File: src/rtl/av2_entropy_encoder_if.sv
// Codeword input and bitstream output handshakes of the AV2 entropy encoder.
// The master modport is the encoder's view; slave is the surrounding environment.
interface av2_entropy_encoder_if #(
  parameter int unsigned DATA_WIDTH = 128,
  parameter int unsigned MAX_LEN    = 32
);
  logic [MAX_LEN-1:0]    symbol_code;
  logic [5:0]            symbol_len;
  logic                  symbol_valid;
  logic                  symbol_ready;
  logic [DATA_WIDTH-1:0] bitstream_data;
  logic                  bitstream_valid;
  logic                  bitstream_ready;

  modport master (
    input  symbol_code, symbol_len, symbol_valid, bitstream_ready,
    output symbol_ready, bitstream_data, bitstream_valid
  );

  modport slave (
    output symbol_code, symbol_len, symbol_valid, bitstream_ready,
    input  symbol_ready, bitstream_data, bitstream_valid
  );
endinterface

File: src/rtl/av2_entropy_encoder.sv
// Packs right-aligned variable-length codewords MSB-first into DATA_WIDTH-bit bitstream words;
// a flush zero-pads the last partial word and ends the stream with a one-cycle done pulse.
module av2_entropy_encoder #(
  parameter int unsigned DATA_WIDTH = 128,
  parameter int unsigned MAX_LEN    = 32
) (
  input  logic                         clk,
  input  logic                         rst_n,
  input  logic                         start_i,
  input  logic                         flush_i,
  av2_entropy_encoder_if.master        bus_io,
  output logic                         busy_o,
  output logic                         done_o,
  output logic [31:0]                  bit_count_o
);
  typedef enum logic [1:0] {StIdle, StActive, StFlush, StDone} state_e;

  localparam int unsigned        AccW     = DATA_WIDTH + MAX_LEN;
  localparam int unsigned        FillW    = $clog2(AccW);
  localparam logic [FillW-1:0]   WordFill = FillW'(DATA_WIDTH);
  localparam logic [FillW:0]     AccLen   = (FillW + 1)'(AccW);
  localparam logic [5:0]         MaxLen   = 6'(MAX_LEN);

  state_e                state_q, state_d;
  logic [AccW-1:0]       acc_q, acc_d;
  logic [FillW-1:0]      fill_q, fill_d;
  logic [31:0]           bit_count_q, bit_count_d;
  logic [DATA_WIDTH-1:0] data_q, data_d;
  logic                  valid_q, valid_d;

  logic [5:0]            eff_len;
  logic [FillW-1:0]      eff_len_f;
  logic [AccW-1:0]       code_ext;
  logic [FillW:0]        shamt;
  logic                  sym_ready, accept, slot_free, word_ready, load;

  assign eff_len    = (bus_io.symbol_len > MaxLen) ? MaxLen : bus_io.symbol_len;
  assign eff_len_f  = FillW'(eff_len);
  assign code_ext   = {{DATA_WIDTH{1'b0}}, bus_io.symbol_code} & ~({AccW{1'b1}} << eff_len);
  // Accumulator is MSB-first: the new code lands right after the last valid bit.
  assign shamt      = AccLen - {1'b0, fill_q} - {1'b0, eff_len_f};
  assign sym_ready  = (state_q == StActive) && (fill_q < WordFill);
  assign accept     = bus_io.symbol_valid && sym_ready;
  assign slot_free  = !valid_q || bus_io.bitstream_ready;
  assign word_ready = fill_q >= WordFill;

  always_comb begin
    state_d     = state_q;
    acc_d       = acc_q;
    fill_d      = fill_q;
    bit_count_d = bit_count_q;
    data_d      = data_q;
    valid_d     = valid_q;
    load        = 1'b0;
    if (valid_q && bus_io.bitstream_ready) valid_d = 1'b0;

    unique case (state_q)
      StIdle: begin
        if (start_i) begin
          state_d     = StActive;
          acc_d       = '0;
          fill_d      = '0;
          bit_count_d = '0;
        end
      end
      StActive: begin
        if (accept) begin
          acc_d       = acc_q | (code_ext << shamt);
          fill_d      = fill_q + eff_len_f;
          bit_count_d = bit_count_q + 32'(eff_len);
        end
        load = word_ready && slot_free;
        if (flush_i) state_d = StFlush;
      end
      StFlush: begin
        // Full words drain first; a partial remainder leaves zero-padded by the shift.
        load = (fill_q != '0) && slot_free;
        if ((fill_q == '0) && !valid_q) state_d = StDone;
      end
      StDone:  state_d = StIdle;
      default: state_d = StIdle;
    endcase

    if (load) begin
      data_d  = acc_q[AccW-1 -: DATA_WIDTH];
      valid_d = 1'b1;
      acc_d   = acc_q << DATA_WIDTH;
      fill_d  = word_ready ? (fill_q - WordFill) : '0;
    end
  end

  always_ff @(posedge clk or negedge rst_n) begin
    if (!rst_n) begin
      state_q     <= StIdle;
      acc_q       <= '0;
      fill_q      <= '0;
      bit_count_q <= '0;
      data_q      <= '0;
      valid_q     <= 1'b0;
    end else begin
      state_q     <= state_d;
      acc_q       <= acc_d;
      fill_q      <= fill_d;
      bit_count_q <= bit_count_d;
      data_q      <= data_d;
      valid_q     <= valid_d;
    end
  end

  assign bus_io.symbol_ready    = sym_ready;
  assign bus_io.bitstream_data  = data_q;
  assign bus_io.bitstream_valid = valid_q;
  assign busy_o                 = state_q != StIdle;
  assign done_o                 = state_q == StDone;
  assign bit_count_o            = bit_count_q;
endmodule

File: src/flat_wrapper.sv
// flat-port wrapper written by rule: the top's interface ports become plain ports
module av2_entropy_encoder_flat 
#(
  parameter int unsigned DATA_WIDTH = 128,
  parameter int unsigned MAX_LEN    = 32
)
  (clk, rst_n, start_i, flush_i, busy_o, done_o, bit_count_o, bus_io_symbol_code, bus_io_symbol_len, bus_io_symbol_valid, bus_io_bitstream_ready, bus_io_symbol_ready, bus_io_bitstream_data, bus_io_bitstream_valid);
  av2_entropy_encoder_if #(.DATA_WIDTH(DATA_WIDTH), .MAX_LEN(MAX_LEN)) bus_io_i ();
  input  logic clk;
  input  logic rst_n;
  input  logic start_i;
  input  logic flush_i;
  output logic busy_o;
  output logic done_o;
  output logic [31:0] bit_count_o;
  input wire logic [$bits(bus_io_i.symbol_code)-1:0] bus_io_symbol_code;
  input wire logic [$bits(bus_io_i.symbol_len)-1:0] bus_io_symbol_len;
  input wire logic [$bits(bus_io_i.symbol_valid)-1:0] bus_io_symbol_valid;
  input wire logic [$bits(bus_io_i.bitstream_ready)-1:0] bus_io_bitstream_ready;
  output wire logic [$bits(bus_io_i.symbol_ready)-1:0] bus_io_symbol_ready;
  output wire logic [$bits(bus_io_i.bitstream_data)-1:0] bus_io_bitstream_data;
  output wire logic [$bits(bus_io_i.bitstream_valid)-1:0] bus_io_bitstream_valid;
  assign bus_io_i.symbol_code = bus_io_symbol_code;
  assign bus_io_i.symbol_len = bus_io_symbol_len;
  assign bus_io_i.symbol_valid = bus_io_symbol_valid;
  assign bus_io_i.bitstream_ready = bus_io_bitstream_ready;
  assign bus_io_symbol_ready = bus_io_i.symbol_ready;
  assign bus_io_bitstream_data = bus_io_i.bitstream_data;
  assign bus_io_bitstream_valid = bus_io_i.bitstream_valid;
  av2_entropy_encoder #(.DATA_WIDTH(DATA_WIDTH), .MAX_LEN(MAX_LEN)) u_core (.clk(clk), .rst_n(rst_n), .start_i(start_i), .flush_i(flush_i), .bus_io(bus_io_i), .busy_o(busy_o), .done_o(done_o), .bit_count_o(bit_count_o));
endmodule
File: config.mk
export PLATFORM = sky130hd
export DESIGN_NAME = av2_entropy_encoder_flat
export DESIGN_NICKNAME = d
export VERILOG_FILES = /design/src/rtl/av2_entropy_encoder_if.sv /design/src/rtl/av2_entropy_encoder.sv /design/src/flat_wrapper.sv
export SDC_FILE = /design/constraint.sdc
export NUM_CORES = 1
export LEC_CHECK = 0
export ABC_AREA = 1
export CAP_MARGIN = 25
export CORE_ASPECT_RATIO = 1.5
export CORE_MARGIN = 2
export CORE_UTILIZATION = 62
export DETAILED_ROUTE_END_ITERATION = 10
export GPL_ROUTABILITY_DRIVEN = 0
export PLACE_DENSITY = 0.87
export REMOVE_ABC_BUFFERS = 1
export SYNTH_ARGS = -nofsm -noshare
export SYNTH_HDL_FRONTEND = slang
export SYNTH_SLANG_ARGS = --single-unit
File: constraint.sdc
create_clock -name clk -period 6.71 [get_ports clk]
set_input_delay 1.0065 -clock clk [delete_from_list [all_inputs] [get_ports clk]]
set_output_delay 1.0065 -clock clk [all_outputs]
set_load 0.02 [all_outputs]
# [Word level (Yosys, flattened, before mapping)]
# Cells that the tools add are included.
[word_totals] out_inout_bits=164 in_bits=44 reg_bits=331 elab_cells=66
[classes] reduce_logical=18 n_eq_ne=9 magnitude_cmp=3 muxes=20 shift=2 addsub=5 n_bitwise=3
[op_table] cell="$mux W160" count=3
[op_table] cell="$pmux W160 S2" count=1
[op_table] cell="$and A32 B160 Y160" count=1
[op_table] cell="$not A160 Y160" count=1
[op_table] cell="$or A160 B160 Y160" count=1
[op_table] cell="$shl A160 B6 Y160 const A" count=1
[op_table] cell="$shl A160 B9 Y160" count=1
[op_table] cell="$mux W32" count=2
[op_table] cell="$pmux W32 S2" count=1
[op_table] cell="$add A32 B6 Y32" count=1
[op_table] cell="$mux W8" count=4
[op_table] cell="$pmux W8 S2" count=1
[op_table] cell="$reduce_and A3 Y1" count=3
[op_table] cell="$sub A8 B8 Y9 const A" count=1
[op_table] cell="$sub A9 B6 Y9" count=1
[op_table] cell="$add A8 B6 Y8" count=1
[op_table] cell="$ge A8 B8 Y1 const B" count=1
[op_table] cell="$logic_not A8 Y1" count=1
[op_table] cell="$lt A8 B8 Y1 const B" count=1
[op_table] cell="$pmux W2 S4" count=1
[op_table] cell="$reduce_bool A8 Y1" count=1
[op_table] cell="$sub A8 B8 Y8 const B" count=1
[op_table] cell="$gt A6 B6 Y1 const B" count=1
[op_table] cell="$logic_and A1 B1 Y1" count=6
[op_table] cell="15 further kinds" count=23

# [Depth between registers and ports, before layout]
[logic_depth] word_depth=10 mapped_depth=25 mapped_depth_nobuf=23

# [Least setup slack after synthesis]
# Ideal clock, no wire load.
[synth_timing] path_type="input to register" from="in bus_io_symbol_len[1]" to="reg u_core.acc_q[67]" required_ns=6.580 t_arrival_ns=4.064 path_buffers=3 path_stages=21 setup_ns=0.130 slack_ns=2.515 path_cell_list="buf_2 > nor2_2 > nand3_1 > nand2_1 > nand2_1 > inv_1 > ha_1 > inv_1 > ha_1 > inv_1 > fa_1 > xnor2_1 > clkbuf_1 > clkbuf_1 > nand3_1 > nand2_1 > nand2_1 > nand3_1 > nor2_1 > o21ai_0 > o21ai_0"
[synth_via] elab_chain_len=10 word_cells_on_any_way=11 cone_classes="add/sub (1); order compare (1); shift (2); mux (4); bitwise (3)"
[synth_rtl] element="from (decl)" line_no="flat_wrapper.sv:17" rtl="input wire logic [$bits(bus_io_i.symbol_len)-1:0] bus_io_symbol_len;"
[synth_rtl] element="$gt A6 B6 Y1" line_no="av2_entropy_encoder.sv:37" rtl="assign eff_len = (bus_io.symbol_len > MaxLen) ? MaxLen : bus_io.symbol_len;"
[synth_rtl] element="$mux W6 *" line_no="av2_entropy_encoder.sv:37"
[synth_rtl] element="$shl A160 B6 Y160" line_no="av2_entropy_encoder.sv:39" rtl="assign code_ext = {{DATA_WIDTH{1'b0}}, bus_io.symbol_code} & ~({AccW{1'b1}} << eff_len);"
[synth_rtl] element="$not A160 Y160" line_no="av2_entropy_encoder.sv:39"
[synth_rtl] element="$and A32 B160 Y160" line_no="av2_entropy_encoder.sv:39"
[synth_rtl] element="$shl A160 B9 Y160 *" line_no="av2_entropy_encoder.sv:68" rtl="acc_d = acc_q | (code_ext << shamt);"
[synth_rtl] element="$or A160 B160 Y160 *" line_no="av2_entropy_encoder.sv:68"
[synth_rtl] element="$mux W160 *" line_no="av2_entropy_encoder.sv:67" rtl="if (accept) begin"
[synth_rtl] element="$pmux W160 S2 *" line_no="av2_entropy_encoder.sv:57" rtl="unique case (state_q)"
[synth_rtl] element="$mux W160 *" line_no="av2_entropy_encoder.sv:84" rtl="if (load) begin"
[synth_rtl] element="to (signal assigned)" line_no="av2_entropy_encoder.sv:95" rtl="acc_q <= '0;"
[synth_rtl] element="to (signal assigned)" line_no="av2_entropy_encoder.sv:102" rtl="acc_q <= acc_d;"
[synth_rtl] element="to (decl)" line_no="av2_entropy_encoder.sv:25" rtl="logic [AccW-1:0] acc_q, acc_d;"
# Every way passes the cells marked *; elsewhere a longest branch is shown, timed or not. The select of a mux whose other input is x is not followed.
# A chain may end at the register's enable or synchronous reset.

# [Worst setup path in the final report]
[layout_timing] from="in bus_io_symbol_len[1]" to="reg u_core.acc_q[100]"
# Same word-level chain as after synthesis.

==> reports/summary.log <==
INFO  cts            cts-resized-gates=0
INFO  floorplan      die_w=145um
INFO  global_routing grt_util_all_layers=0.370
INFO  final_layout   postLayoutCoreUtil=0.744
INFO  critical_path  crit_type=in -> reg
INFO  floorplan      core=0.0294sqmm
INFO  drt            route.antenna.remaining_nets=0
INFO  logic_synthesis synthesis.area=0.0185sqmm
INFO  final_layout   register_area=0.00828sqmm
INFO  flow_run       cap_violations=0
INFO  logic_synthesis synth.yosys.seq_area_share=0.448
INFO  logic_synthesis synth_seq_cells=331
INFO  final_layout   final_nets=2667
INFO  sta            timing.final.crit_share=0.845
INFO  cts            cts.reportedPaths.clkPinSlew=0.07ns
INFO  final_layout   fillers=2126
INFO  cts            post-cts-setup-buffers=0
INFO  sta            final_max_slew_viol_count=0
INFO  sta            maxClockFrequency=176MHz
INFO  critical_path  reg2reg_slack=2.37ns
INFO  drt            drt_pass1_iterations=9
INFO  min_path       worstHoldPathType=in -> async
INFO  floorplan      fp.dieArea=0.0312sqmm
INFO  global_routing grt_max_degree=170
INFO  final_layout   final_cell_count_no_fill=3008
INFO  cts            root_buffer_selected_by_cts=sky130_fd_sc_hd__clkbuf_16
INFO  final_layout   area_growth=18.4%
INFO  drt            detail_route.drc_violations=0
INFO  cts            worstSkewPairLatency=0.58ns
INFO  placement      place.port_buffers=207
INFO  placement      hpwl=39.6mm
INFO  cts            tritoncts=done
INFO  logic_synthesis synthesis.instances=2468
INFO  final_layout   drive_above_1_share=0.0478
INFO  critical_path  worst-path-max-fanout=26
INFO  sta            max_slew.worst_pin.slew=1.03ns
INFO  cts            cts_max_path_buffers=3
INFO  global_routing grt_first_pass_wirelength=93.8mm
INFO  logic_synthesis count_of_warnings_emitted_by_yosys=0
INFO  critical_path  required=7.21ns
INFO  critical_path  critPathCaptureType=flop
INFO  cts            h_tree_depth=1
INFO  critical_path  reg2reg_from=u_core.fill_q[1]$_DFFE_PN0P_
INFO  floorplan      pin_count=208
INFO  drt            wl_per_cell=19.6um
INFO  sta            setup_viol=0
INFO  sta            finalClockSkew=0.00965ns
INFO  drt            vias_per_cell=6.27
INFO  cts            cts_made_buffers=30
INFO  global_routing gr-total-overflow=0
INFO  sta            rsz0062_at_grt=false
INFO  sta            final-hold-violation-count=0
INFO  critical_path  cp.arrival=6.17ns
INFO  global_routing vias_in_the_first_global_route=18352
INFO  drt            detailedRoute.firstIterationViolations=2616
INFO  sta            finalWorstPathRequiredPeriod=5.67ns
INFO  cts            clock_sinks=331
INFO  critical_path  worst_r2r_path_depth=17
INFO  floorplan      dieHeight=215um
INFO  cts            cts-hold-fix-buffers=0
INFO  critical_path  critical_path.reg2reg.endpoint=u_core.acc_q[100]$_DFFE_PN0P_
INFO  final_layout   antenna-diode-count=0
INFO  critical_path  worst_setup_path_start_kind=input port
INFO  drt            drt-total-wl=58.8mm
INFO  logic_synthesis synthesis.area_per_instance=7.49squm
INFO  placement      post-place-cells=2950
INFO  logic_synthesis post_synth_num_cell_types=48
INFO  floorplan      floorplan.initialDensity=0.629
INFO  final_layout   multiInputGateArea=0.00869sqmm
INFO  global_routing antenna_found_initial=0
INFO  status         result_of_the_run=finished clean
INFO  sta            timing.hold.ws=0.417ns
INFO  sta            slew_headroom=0.312
INFO  floorplan      row_count=77
INFO  drt            route.vias.total=18863
==> cell usage in the layout, fill, tap and decap left out, types with 9 or more instances in the layout <==
master and instances:
sky130_fd_sc_hd__nand2_1 632, sky130_fd_sc_hd__xor2_1 11, sky130_fd_sc_hd__a21boi_1 10, sky130_fd_sc_hd__a22oi_1 32
sky130_fd_sc_hd__ha_1 31, sky130_fd_sc_hd__o22ai_1 30, sky130_fd_sc_hd__nand4_1 45, sky130_fd_sc_hd__dfrtp_1 331
sky130_fd_sc_hd__nor3_1 21, sky130_fd_sc_hd__a21oi_1 52, sky130_fd_sc_hd__o211ai_1 28, sky130_fd_sc_hd__nand3_1 388
sky130_fd_sc_hd__o31ai_1 11, sky130_fd_sc_hd__o21ai_1 17, sky130_fd_sc_hd__nor2_1 80, sky130_fd_sc_hd__buf_4 24
sky130_fd_sc_hd__o21a_1 12, sky130_fd_sc_hd__a21o_1 9, sky130_fd_sc_hd__o21ai_0 271, sky130_fd_sc_hd__clkbuf_16 30
sky130_fd_sc_hd__inv_2 13, sky130_fd_sc_hd__clkdlybuf4s50_1 206, sky130_fd_sc_hd__inv_1 238
==> metal layers <==
layer  routed length [um]  vias to the layer above  GRT usage
met5                    0                        -          0
met4                 4590                        0      0.256
met3                 6350                      315     0.0791
met2                27300                     1253      0.602
met1                20500                     8821      0.441
li1                     -                     8474          -
==> cell usage after synthesis, drive strengths merged <==
| library cell | n | area, sq um |
|---|---|---|
| clkbuf | 92 | 345 |
| fa | 3 | 60.1 |
| a41oi | 1 | 8.76 |
| mux2 | 1 | 11.3 |
| a21oi | 54 | 278 |
| nand4 | 45 | 282 |
| nand3b | 2 | 15.0 |
| nor4 | 5 | 31.3 |
| clkinv | 2 | 7.51 |
| dfrtp | 331 | 8280 |
| xor2 | 13 | 121 |
| inv | 251 | 942 |
| nor3 | 23 | 125 |
| nand3 | 389 | 1950 |
| a21o | 9 | 67.6 |
| o21bai | 5 | 37.5 |
| o31ai | 12 | 95.1 |
| a22oi | 32 | 240 |
| xnor2 | 2 | 17.5 |
| a211oi | 2 | 15.0 |
| nand2 | 635 | 2390 |
| ha | 31 | 388 |
| a31oi | 1 | 6.26 |
| buf | 54 | 258 |
| nor2 | 91 | 382 |
| o211ai | 28 | 210 |
| o22ai | 30 | 188 |
| or2 | 4 | 25.0 |
| a21boi | 13 | 97.6 |
| o21a | 12 | 90.1 |
| a32o | 3 | 30.0 |
| o21ai | 292 | 1480 |
==> kinds of logic after synthesis <==
kind of cell / synth area share
mux: 0.000610
compound gates: 0.154
buf+inv: 0.0840
xor+xnor: 0.00752
flops: 0.448
simple gates: 0.281
fa+ha+maj: 0.0242
==> registers in the layout, indices dropped and copies added (netlist names) <==
register                       flops
u_core.acc_q                     160
u_core.bit_count_o                32
u_core.bus_io.bitstream_data     128
u_core.bus_io.bitstream_valid      1
u_core.fill_q                      8
u_core.state_q                     2
==> worst max path at each step <==
stage / slack, ns / startpoint / end
after floorplan: -2.54 / bus_io_bitstream_ready / u_core.acc_q[18]$_DFFE_PN0P_
after global placement: 0.89 / bus_io_symbol_len[2] / u_core.acc_q[86]$_DFFE_PN0P_
after detailed placement: 0.60 / bus_io_symbol_len[2] / u_core.acc_q[100]$_DFFE_PN0P_
after CTS: 1.17 / bus_io_symbol_len[2] / u_core.acc_q[100]$_DFFE_PN0P_
after global routing: 0.83 / bus_io_symbol_len[1] / u_core.acc_q[81]$_DFFE_PN0P_
final: 1.04 / bus_io_symbol_len[1] / u_core.acc_q[100]$_DFFE_PN0P_
==> layout make-up <==
class	count	share of cell area
inverter	253	0.0434
timing repair buffer	235	0.107
multi-input combinational	1738	0.397
tap	395	0.0226
sequential	331	0.379
clock buffer	37	0.0374
clock inverter	19	0.0138
==> worst max-delay path, cell delays in order <==
cell and delay, ns:
sky130_fd_sc_hd__clkdlybuf4s50_1 0.56, sky130_fd_sc_hd__nor2_2 0.26, sky130_fd_sc_hd__nand3_1 0.11, sky130_fd_sc_hd__nand2_1 0.17, sky130_fd_sc_hd__nand2_1 0.10, sky130_fd_sc_hd__inv_1 0.19, sky130_fd_sc_hd__ha_1 0.27, sky130_fd_sc_hd__inv_1 0.06
sky130_fd_sc_hd__ha_1 0.16, sky130_fd_sc_hd__inv_1 0.06, sky130_fd_sc_hd__fa_1 0.48, sky130_fd_sc_hd__o21ai_1 0.37, sky130_fd_sc_hd__nand2_1 0.09, sky130_fd_sc_hd__nand2_1 0.09, sky130_fd_sc_hd__a21oi_2 0.06, sky130_fd_sc_hd__xor2_1 0.23
sky130_fd_sc_hd__inv_2 0.23, sky130_fd_sc_hd__nor2_4 0.19, sky130_fd_sc_hd__nand2_2 0.30, sky130_fd_sc_hd__inv_2 0.52, sky130_fd_sc_hd__buf_4 0.33, sky130_fd_sc_hd__o211ai_1 0.13, sky130_fd_sc_hd__a21boi_1 0.19
==> stage by stage <==
step,worst slack (ns),cell area (sq um),setup TNS [ns]
floorplan,-2.54,17900,-299.18
detailed placement,0.600,20700,0
CTS,1.17,21800,0
finish,1.04,21900,0
global route,0.827,21900,0
global placement,0.889,20700,0
Power is left out: the tool's default activity adds up to more than one toggle a clock period on the data nets, which glitch-free logic cannot reach.
